## src/rtl/decode_sequencer.sv

```systemverilog
// decode_sequencer: fetches NUM_IDX indices, strobes each to the decoder, waits for done with timeout, drives LEDs
//  clk, rst_n                   clock, async active-low reset
//  start                        begin a run (IDLE, SHOW, ERR only)
//  pb                           raw push-button, debounced internally
//  src_idx/src_valid/src_ready  upstream index handshake
//  index_reg/index_reg_valid    index and one-cycle strobe to the decoder
//  dec_done/dec_parity/dec_xored decoder completion and results
//  led                          XOR result, then parity after a press in SHOW; all ones in ERR
//  busy, error                  run in progress, timeout error
module decode_sequencer #(
  parameter int NUM_IDX = 8,
  parameter int IDX_W = 3,
  parameter int DEBOUNCE_CYCLES = 16,
  parameter int TIMEOUT_CYCLES = 1024
) (
  input  logic             clk,
  input  logic             rst_n,
  input  logic             start,
  input  logic             pb,
  input  logic [IDX_W-1:0] src_idx,
  input  logic             src_valid,
  output logic             src_ready,
  output logic [IDX_W-1:0] index_reg,
  output logic             index_reg_valid,
  input  logic             dec_done,
  input  logic             dec_parity,
  input  logic [7:0]       dec_xored,
  output logic [7:0]       led,
  output logic             busy,
  output logic             error
);
  localparam int CW = NUM_IDX > 1 ? $clog2(NUM_IDX) : 1;
  localparam int TW = $clog2(TIMEOUT_CYCLES);
  localparam int DW = $clog2(DEBOUNCE_CYCLES);
  typedef enum logic [2:0] {IDLE, FETCH, ISSUE, WAIT_DONE, SHOW, ERR} state_t;
  state_t state, state_nxt;
  logic [CW-1:0] idx_cnt;
  logic [TW-1:0] timer;
  logic [DW-1:0] db_cnt;
  logic res_par, show_parity, pb_s0, pb_s1, pb_db, press;
  logic go, accept, last_idx, timeout_hit;
  always_comb begin
    go = start && (state == IDLE || state == SHOW || state == ERR);
    accept = state == FETCH && src_valid;
    last_idx = idx_cnt == CW'(NUM_IDX - 1);
    timeout_hit = timer == TW'(TIMEOUT_CYCLES - 1);
    src_ready = state == FETCH;
    busy = state == FETCH || state == ISSUE || state == WAIT_DONE;
  end
  always_comb begin
    state_nxt = state;
    case (state)
      IDLE, SHOW, ERR: state_nxt = start ? FETCH : state;
      FETCH:           state_nxt = src_valid ? ISSUE : FETCH;
      ISSUE:           state_nxt = last_idx ? WAIT_DONE : FETCH;
      // done beats a timeout landing on the same edge
      WAIT_DONE:       state_nxt = dec_done ? SHOW : timeout_hit ? ERR : WAIT_DONE;
      default:         state_nxt = IDLE;
    endcase
  end
  always_ff @(posedge clk or negedge rst_n)
    if (!rst_n) state <= IDLE;
    else state <= state_nxt;
  always_ff @(posedge clk or negedge rst_n) begin
    if (!rst_n) begin
      idx_cnt <= '0;
      timer <= '0;
      index_reg <= '0;
      index_reg_valid <= 1'b0;
      res_par <= 1'b0;
      show_parity <= 1'b0;
      led <= 8'h00;
      error <= 1'b0;
    end else begin
      index_reg_valid <= accept;
      error <= state_nxt == ERR;
      if (accept) index_reg <= src_idx;
      if (go) idx_cnt <= '0;
      else if (state == ISSUE && !last_idx) idx_cnt <= idx_cnt + CW'(1);
      if (go || state == ISSUE) timer <= '0;
      else if (state == WAIT_DONE && !timeout_hit) timer <= timer + TW'(1);
      if (state == WAIT_DONE && dec_done) begin
        res_par <= dec_parity;
        led <= dec_xored;
      end else if (state == WAIT_DONE && timeout_hit) led <= 8'hFF;
      if (go) show_parity <= 1'b0;
      else if (state == SHOW && press && !show_parity) begin
        show_parity <= 1'b1;
        led <= {7'b0, res_par};
      end
    end
  end
  // two-flop synchroniser, then a stability counter gating level changes
  always_ff @(posedge clk or negedge rst_n) begin
    if (!rst_n) begin
      pb_s0 <= 1'b0;
      pb_s1 <= 1'b0;
      pb_db <= 1'b0;
      db_cnt <= '0;
      press <= 1'b0;
    end else begin
      pb_s0 <= pb;
      pb_s1 <= pb_s0;
      press <= 1'b0;
      if (pb_s1 == pb_db) db_cnt <= '0;
      else if (db_cnt == DW'(DEBOUNCE_CYCLES - 1)) begin
        pb_db <= pb_s1;
        db_cnt <= '0;
        press <= pb_s1;
      end else db_cnt <= db_cnt + DW'(1);
    end
  end
endmodule

```

## config.mk

```make
export PLATFORM = sky130hd
export DESIGN_NAME = decode_sequencer
export DESIGN_NICKNAME = d
export VERILOG_FILES = /design/src/rtl/decode_sequencer.sv
export SDC_FILE = /design/constraint.sdc
export NUM_CORES = 1
export LEC_CHECK = 0
export CORE_MARGIN = 2
export CORE_UTILIZATION = 51
export DETAILED_ROUTE_END_ITERATION = 12
export PLACE_DENSITY = 0.78
export SYNTH_ARGS = -nofsm -noshare
export SYNTH_HDL_FRONTEND = slang
export SYNTH_SLANG_ARGS = --single-unit
export TNS_END_PERCENT = 5
```

## constraint.sdc

```tcl
create_clock -name clk -period 1.7 [get_ports clk]
set_input_delay 0.425 -clock clk [delete_from_list [all_inputs] [get_ports clk]]
set_output_delay 0.425 -clock clk [all_outputs]
set_load 0.005 [all_outputs]
```

; Word-level counts from Yosys, hierarchy flattened
; Index checks and enable logic that the tools add are counted.
[word_totals]
regBits = 39
inputBits = 18
word_cells = 70
[op_classes]
n_addsub = 3
n_eq_ne = 10
muxes = 20
n_bitwise = 1
n_reduce_logical = 22
[ops]
columns = op, n
row1 = 8-bit two-way mux, 4
row2 = 10-bit two-way mux, 2
row3 = 3-bit two-way mux, 5
row4 = 3-bit equality test (second input constant), 4
row5 = 3-bit one-hot mux with 4 select lines, 1
row6 = 10-bit by 1-bit adder with 10-bit output (second input constant), 1
row7 = 10-bit equality test (second input constant), 1
row8 = 1-bit logical AND, 8
row9 = 4-bit two-way mux, 2
row10 = 3-bit by 2-bit equality test with 1-bit output (second input constant), 2
row11 = 2-bit nonzero test, 3
row12 = 1-bit logical OR, 5
row13 = 4-bit by 1-bit adder with 4-bit output (second input constant), 1
row14 = 4-bit equality test (second input constant), 1
row15 = 1-bit two-way mux, 4
row16 = 2-bit two-way mux, 2
row17 = 3-bit by 1-bit adder with 3-bit output (second input constant), 1
row18 = 3-bit by 1-bit equality test with 1-bit output (second input constant), 1
row19 = 1-bit zero test, 3
row20 = 3-bit zero test, 1
row21 = 3-bit OR reduction, 1
row22 = 2-bit AND reduction, 1
row23 = 1-bit equality test, 1
row24 = 1-bit NOT, 1

; Longest topological paths before layout
; Gate-level depths: netlist of run 1.
[depth]
ltp_word = 6
ltp_mapped = 6
ltp_nobuf = 6

; Worst setup path after synthesis of run 1
; OpenSTA, ideal clock, no wires.
[synth_timing]
path_type = register to register
startpoint = register timer[0]
endpoint = register timer[9]
setup_ns = 0.079
arrival_time_ns = 1.457
setup_slack_ns = 0.165
path_stages_with_launch = 6
synth_period_minus_slack_ns = 1.535
cell_sequence = dfrtp_1 -> ha_1 -> nand3_1 -> o31ai_2 -> or4_1 -> a21oi_1
[synth_between]
elab_chain_cells = 4
elab_cells_between_ends = 7
cone_classes = add/sub: 1 / eq/ne: 1 / mux: 2 / reduce/logical: 3
[synth_rtl]
columns = item, line
row1 = start: declaration, 38  ; logic [TW-1:0] timer;
row2 = start signal: assignment, 81  ; else if (state == WAIT_DONE && !timeout_hit) timer <= timer + TW'(1);
row3 = branches (longest 4 deep; another with 10-bit by 1-bit adder with 10-bit output), n/a
; Several ways; the timed one is not identified. The select of a mux whose other input is x is not followed.
; A chain may end at the register's enable or synchronous reset.

; Worst setup path in the final report of run 1
[layout_timing]
startpoint = register state[2]
endpoint = register timer[9]
[layout_between]
elab_chain_cells = 6
elab_cells_between_ends = 12
cone_classes = eq/ne: 4 / mux: 1 / reduce/logical: 7
[layout_rtl]
columns = item, line
row1 = start: declaration, 36  ; state_t state, state_nxt;
row2 = start signal: assignment, 63  ; else state <= state_nxt;
row3 = 3-bit equality test or 3-bit zero test (tied branches), 43  ; go = start && (state == IDLE || state == SHOW || state == ERR);
row4 = 1-bit logical OR (2 in a row), 43
row5 = 1-bit logical AND, 43
row6 = 1-bit logical OR, 80  ; if (go || state == ISSUE) timer <= '0;
row7 = 10-bit two-way mux or 2-bit nonzero test (tied branches), n/a
; Several ways; a longest one is shown, not always the timed one.

==> impl_metrics.csv, run 1 <==
group,metric,value,unit
run_status,status,"finished, final reports clean",
setup_path,end_kind,"flop",
cells_and_area,drive_above_1_share,0.2740,
global_route,antenna_found_initial,0,
cells_and_area,largest_register_ffs,10,
die,start_util,0.5332,
timing,finalSetupTns,0,ns
synthesis,syn_inst,158,
pwr,intPower,0.002353,W
pwr,vdd_drop_max,0.0009032,V
synthesis,ys_seq_elements,39,
setup_path,crit_required,1.98,ns
detailed_routing,vias,1410,
synthesis,syn_avg_cell_area,11.26,sq um
synthesis,yosysSeqAreaShare,0.5485,
synthesis,synth_edf_count,0,
pwr,p_sw,0.001095,W
global_route,grt_pass1_vias,1488,
timing,min_period,1.694,ns
die,die_w,63.07,um
detailed_routing,avgViaCountPerCell,5.551,
cells_and_area,area_delta_synth_final,33.19,%
synthesis,yosysWarnings,0,
synthesis,syn_area,1779,sq um
timing,slew_headroom,0.6822,
cts,postCtsHoldBufs,0,
timing,period_share,0.9967,
detailed_routing,dr.pass1.iters,4,
setup_path,critPathKind,"reg -> reg",
timing,skew,0.006751,ns
cells_and_area,layout.nets,229,
pwr,pwr_density_cell,1455,nW/um^2
global_route,grt_pass1_wl,6644,um
min_path,min_path_type,"in -> async",
cts,clkTransAtPathRegs,0.11,ns
timing,worst_slew_pin_slew,0.4728,ns
synthesis,synthArstFlopShare,1.000,
detailed_routing,drt_wl_total,3884,um
detailed_routing,drt_iter0_drc,57,
timing,max_freq,590.2,MHz
die,core_area,3337,sq um
setup_path,critical_path.max_fanout,5,
die,num_rows,21,
synthesis,yosysTopAreaCellShare,0.5485,
place,port-buffer-count,32,
cells_and_area,fin_util,0.7102,
detailed_routing,antenna_left,0,
synthesis,synthTopCellsByArea,"dfrtp_1, o221a_2, mux2_2, nor2_1, ha_1",
timing,setup_viol,0,
cts,insertion_delay,0.34,ns
global_route,grtUsageTotal,0.2149,
cts,cts_inserted_buffers,5,
global_route,grt_max_degree,40,
place,gp_congestion,0.8466,
cells_and_area,largest-register,"timer",
timing,rsz0062_at_grt,"yes",
cts,htreeDepth,2,
cts,clock-sinks,39,
pwr,swShare,0.3176,
global_route,overflow,0,
detailed_routing,routedWlPerCell,15.29,um
die,io_pins,33,
timing,drv_slew,0,
pwr,p_leak,1.045,nW
setup_path,worst_ep_arrival_time,1.97,ns
place,dpl.hpwl,2880,um
die,die_area,3977,sq um
pwr,p_comb_frac,0.416,
synthesis,syn_nets,180,
cts,cts_tree,"yes",
cts,cts.path.max_buffers,2,
synthesis,synth_cell_types,46,
cts,cts_root_buffer,"clkbuf_4",
pwr,p_clk_frac,0.184,
cells_and_area,diodes,0,
timing,worst_hold_slack,0.1084,ns
synthesis,yosysTopAreaCell,"dfrtp_1",
cells_and_area,reg_top3,"timer: 10 flops, led: 8 flops, db_cnt: 4 flops",
pwr,seq_power_share,0.400,
run,timing.max_cap.violations,0,
detailed_routing,drc,0,
setup_path,r2r_slack,0.006,ns
setup_path,start_kind,"flop",
synthesis,synth_flop_cell,"dfrtp_1",
timing,hold_viol,0,
die,die_h,63.07,um
-- final timing paths --
kind                                    start              endpoint  cells after the start
max                        state[2]$_DFF_PN0_  timer[9]$_DFFE_PN0P_                      5
min                                     rst_n  timer[1]$_DFFE_PN0P_                      2
max reg2reg                state[2]$_DFF_PN0_  timer[9]$_DFFE_PN0P_                      5
min reg2reg                   pb_s0$_DFF_PN0_       pb_s1$_DFF_PN0_                      0
max in group asynchronous               rst_n    state[0]$_DFF_PN0_                      2
min in group clk              pb_s0$_DFF_PN0_       pb_s1$_DFF_PN0_                      0
-- critical path, cell delays in order, from the launching register on --
cell	delay [ns]
dfrtp_2	0.44
buf_4	0.16
and3b_2	0.26
o31ai_2	0.09
or4_1	0.54
a21oi_2	0.14
-- cell usage after synthesis, types with 4 or more instances --
cell	number
dfrtp_1	39
nor2_1	14
nand2_1	10
a21oi_1	8
o21ai_0	8
o221a_2	7
mux2_2	5
nor3_1	5
ha_1	4
inv_1	4
nand3_1	4
-- final cells by class --
cell class,instances,area [sq um]
Timing Repair Buffer,48,439.2
Fill cell,272,967.2
Clock inverter,2,35.03
Inverter,4,15.01
Multi-Input combinational cell,109,792.0
Tap cell,46,57.56
Sequential cell,39,979.7
Clock buffer,6,51.30
-- through the flow --
stage	instances	setup WS, ns	power (W)	area [sq um]
6_report	254	0.005688	0.003448	2370
5_1_grt	254	-0.07134	0.003672	2370
4_1_cts	254	-0.01008	0.003458	2336
3_5_place_dp	244	-0.05046	0.002783	2225
3_3_place_gp	244	-0.02471	0.002709	2225
2_1_floorplan	158	0.1648	0.002085	1779
-- metal layers --
metal | global-route usage | share of wire | vias to the layer above
met2 | 0.4056 | 0.57 | 19
li1 | - | - | 678
met1 | 0.2372 | 0.40 | 706
met3 | 0.04286 | 0.023 | 7
met4 | 0.07500 | 0.014 | 0
met5 | 0 | 0 | -
-- kinds of logic after synthesis --
group | Yosys count | share of synthesized area
AOI/OAI and AO/OA | 40 | 0.1660
xor gates and xnor gates | 4 | 0.01969
adders and majority gates | 4 | 0.02813
buffers and inverters | 10 | 0.02671
DFF | 39 | 0.5485
muxes | 8 | 0.04852
and+or+nand+nor | 53 | 0.1624
-- power by group through the flow --
stage | logic, W | clock network, W | registers [W]
final | 0.00143 | 0.000634 | 0.00138
after global routing | 0.00157 | 0.000691 | 0.00141
after CTS | 0.00143 | 0.000648 | 0.00138
after detailed placement | 0.00136 | 0 | 0.00142
after global placement | 0.00131 | 0 | 0.00140
after floorplan | 0.000737 | 0 | 0.00135
-- timing repair --
| item | in CTS | in global routing |
|---|---|---|
| endpoints found under the setup margin | 4 | 26 |
| buffers inserted | 2 | 0 |
| gates resized for setup | 9 | 14 |
| endpoints found under the hold margin | 0 | 0 |
| pin swaps | 1 | 1 |
-- cell usage in the layout, fill, tap and decap left out, types with 2 or more instances in the layout --
cell type / instances
a21oi_1: 5
a21oi_2: 3
a31oi_1: 2
and3_1: 2
buf_4: 16
clkbuf_4: 5
clkdlybuf4s50_1: 25
dfrtp_1: 36
dfrtp_2: 3
dlymetal6s2s_1: 4
ha_1: 4
inv_1: 4
mux2_2: 5
mux2i_1: 3
nand2_1: 9
nand3_1: 3
nand3_2: 2
nand4_1: 2
nor2_1: 13
nor3_1: 4
nor3b_1: 2
o21ai_0: 8
o221a_2: 7
o22ai_1: 2
o31ai_1: 2
or3_1: 2
xnor2_1: 3
Note: power is estimated with default switching activity, not from simulation.
==> run 2: changes to the inputs <==
CAP_MARGIN = 30   (was not set)
==> results of run 2 <==
No change in the layout: final DEF, timing and power equal those of run 1.
==> run 3: changes to the inputs <==
CTS_CLUSTER_DIAMETER = 60   (was not set)
==> results of run 3 <==
No change in the layout: final DEF, timing and power equal those of run 1.
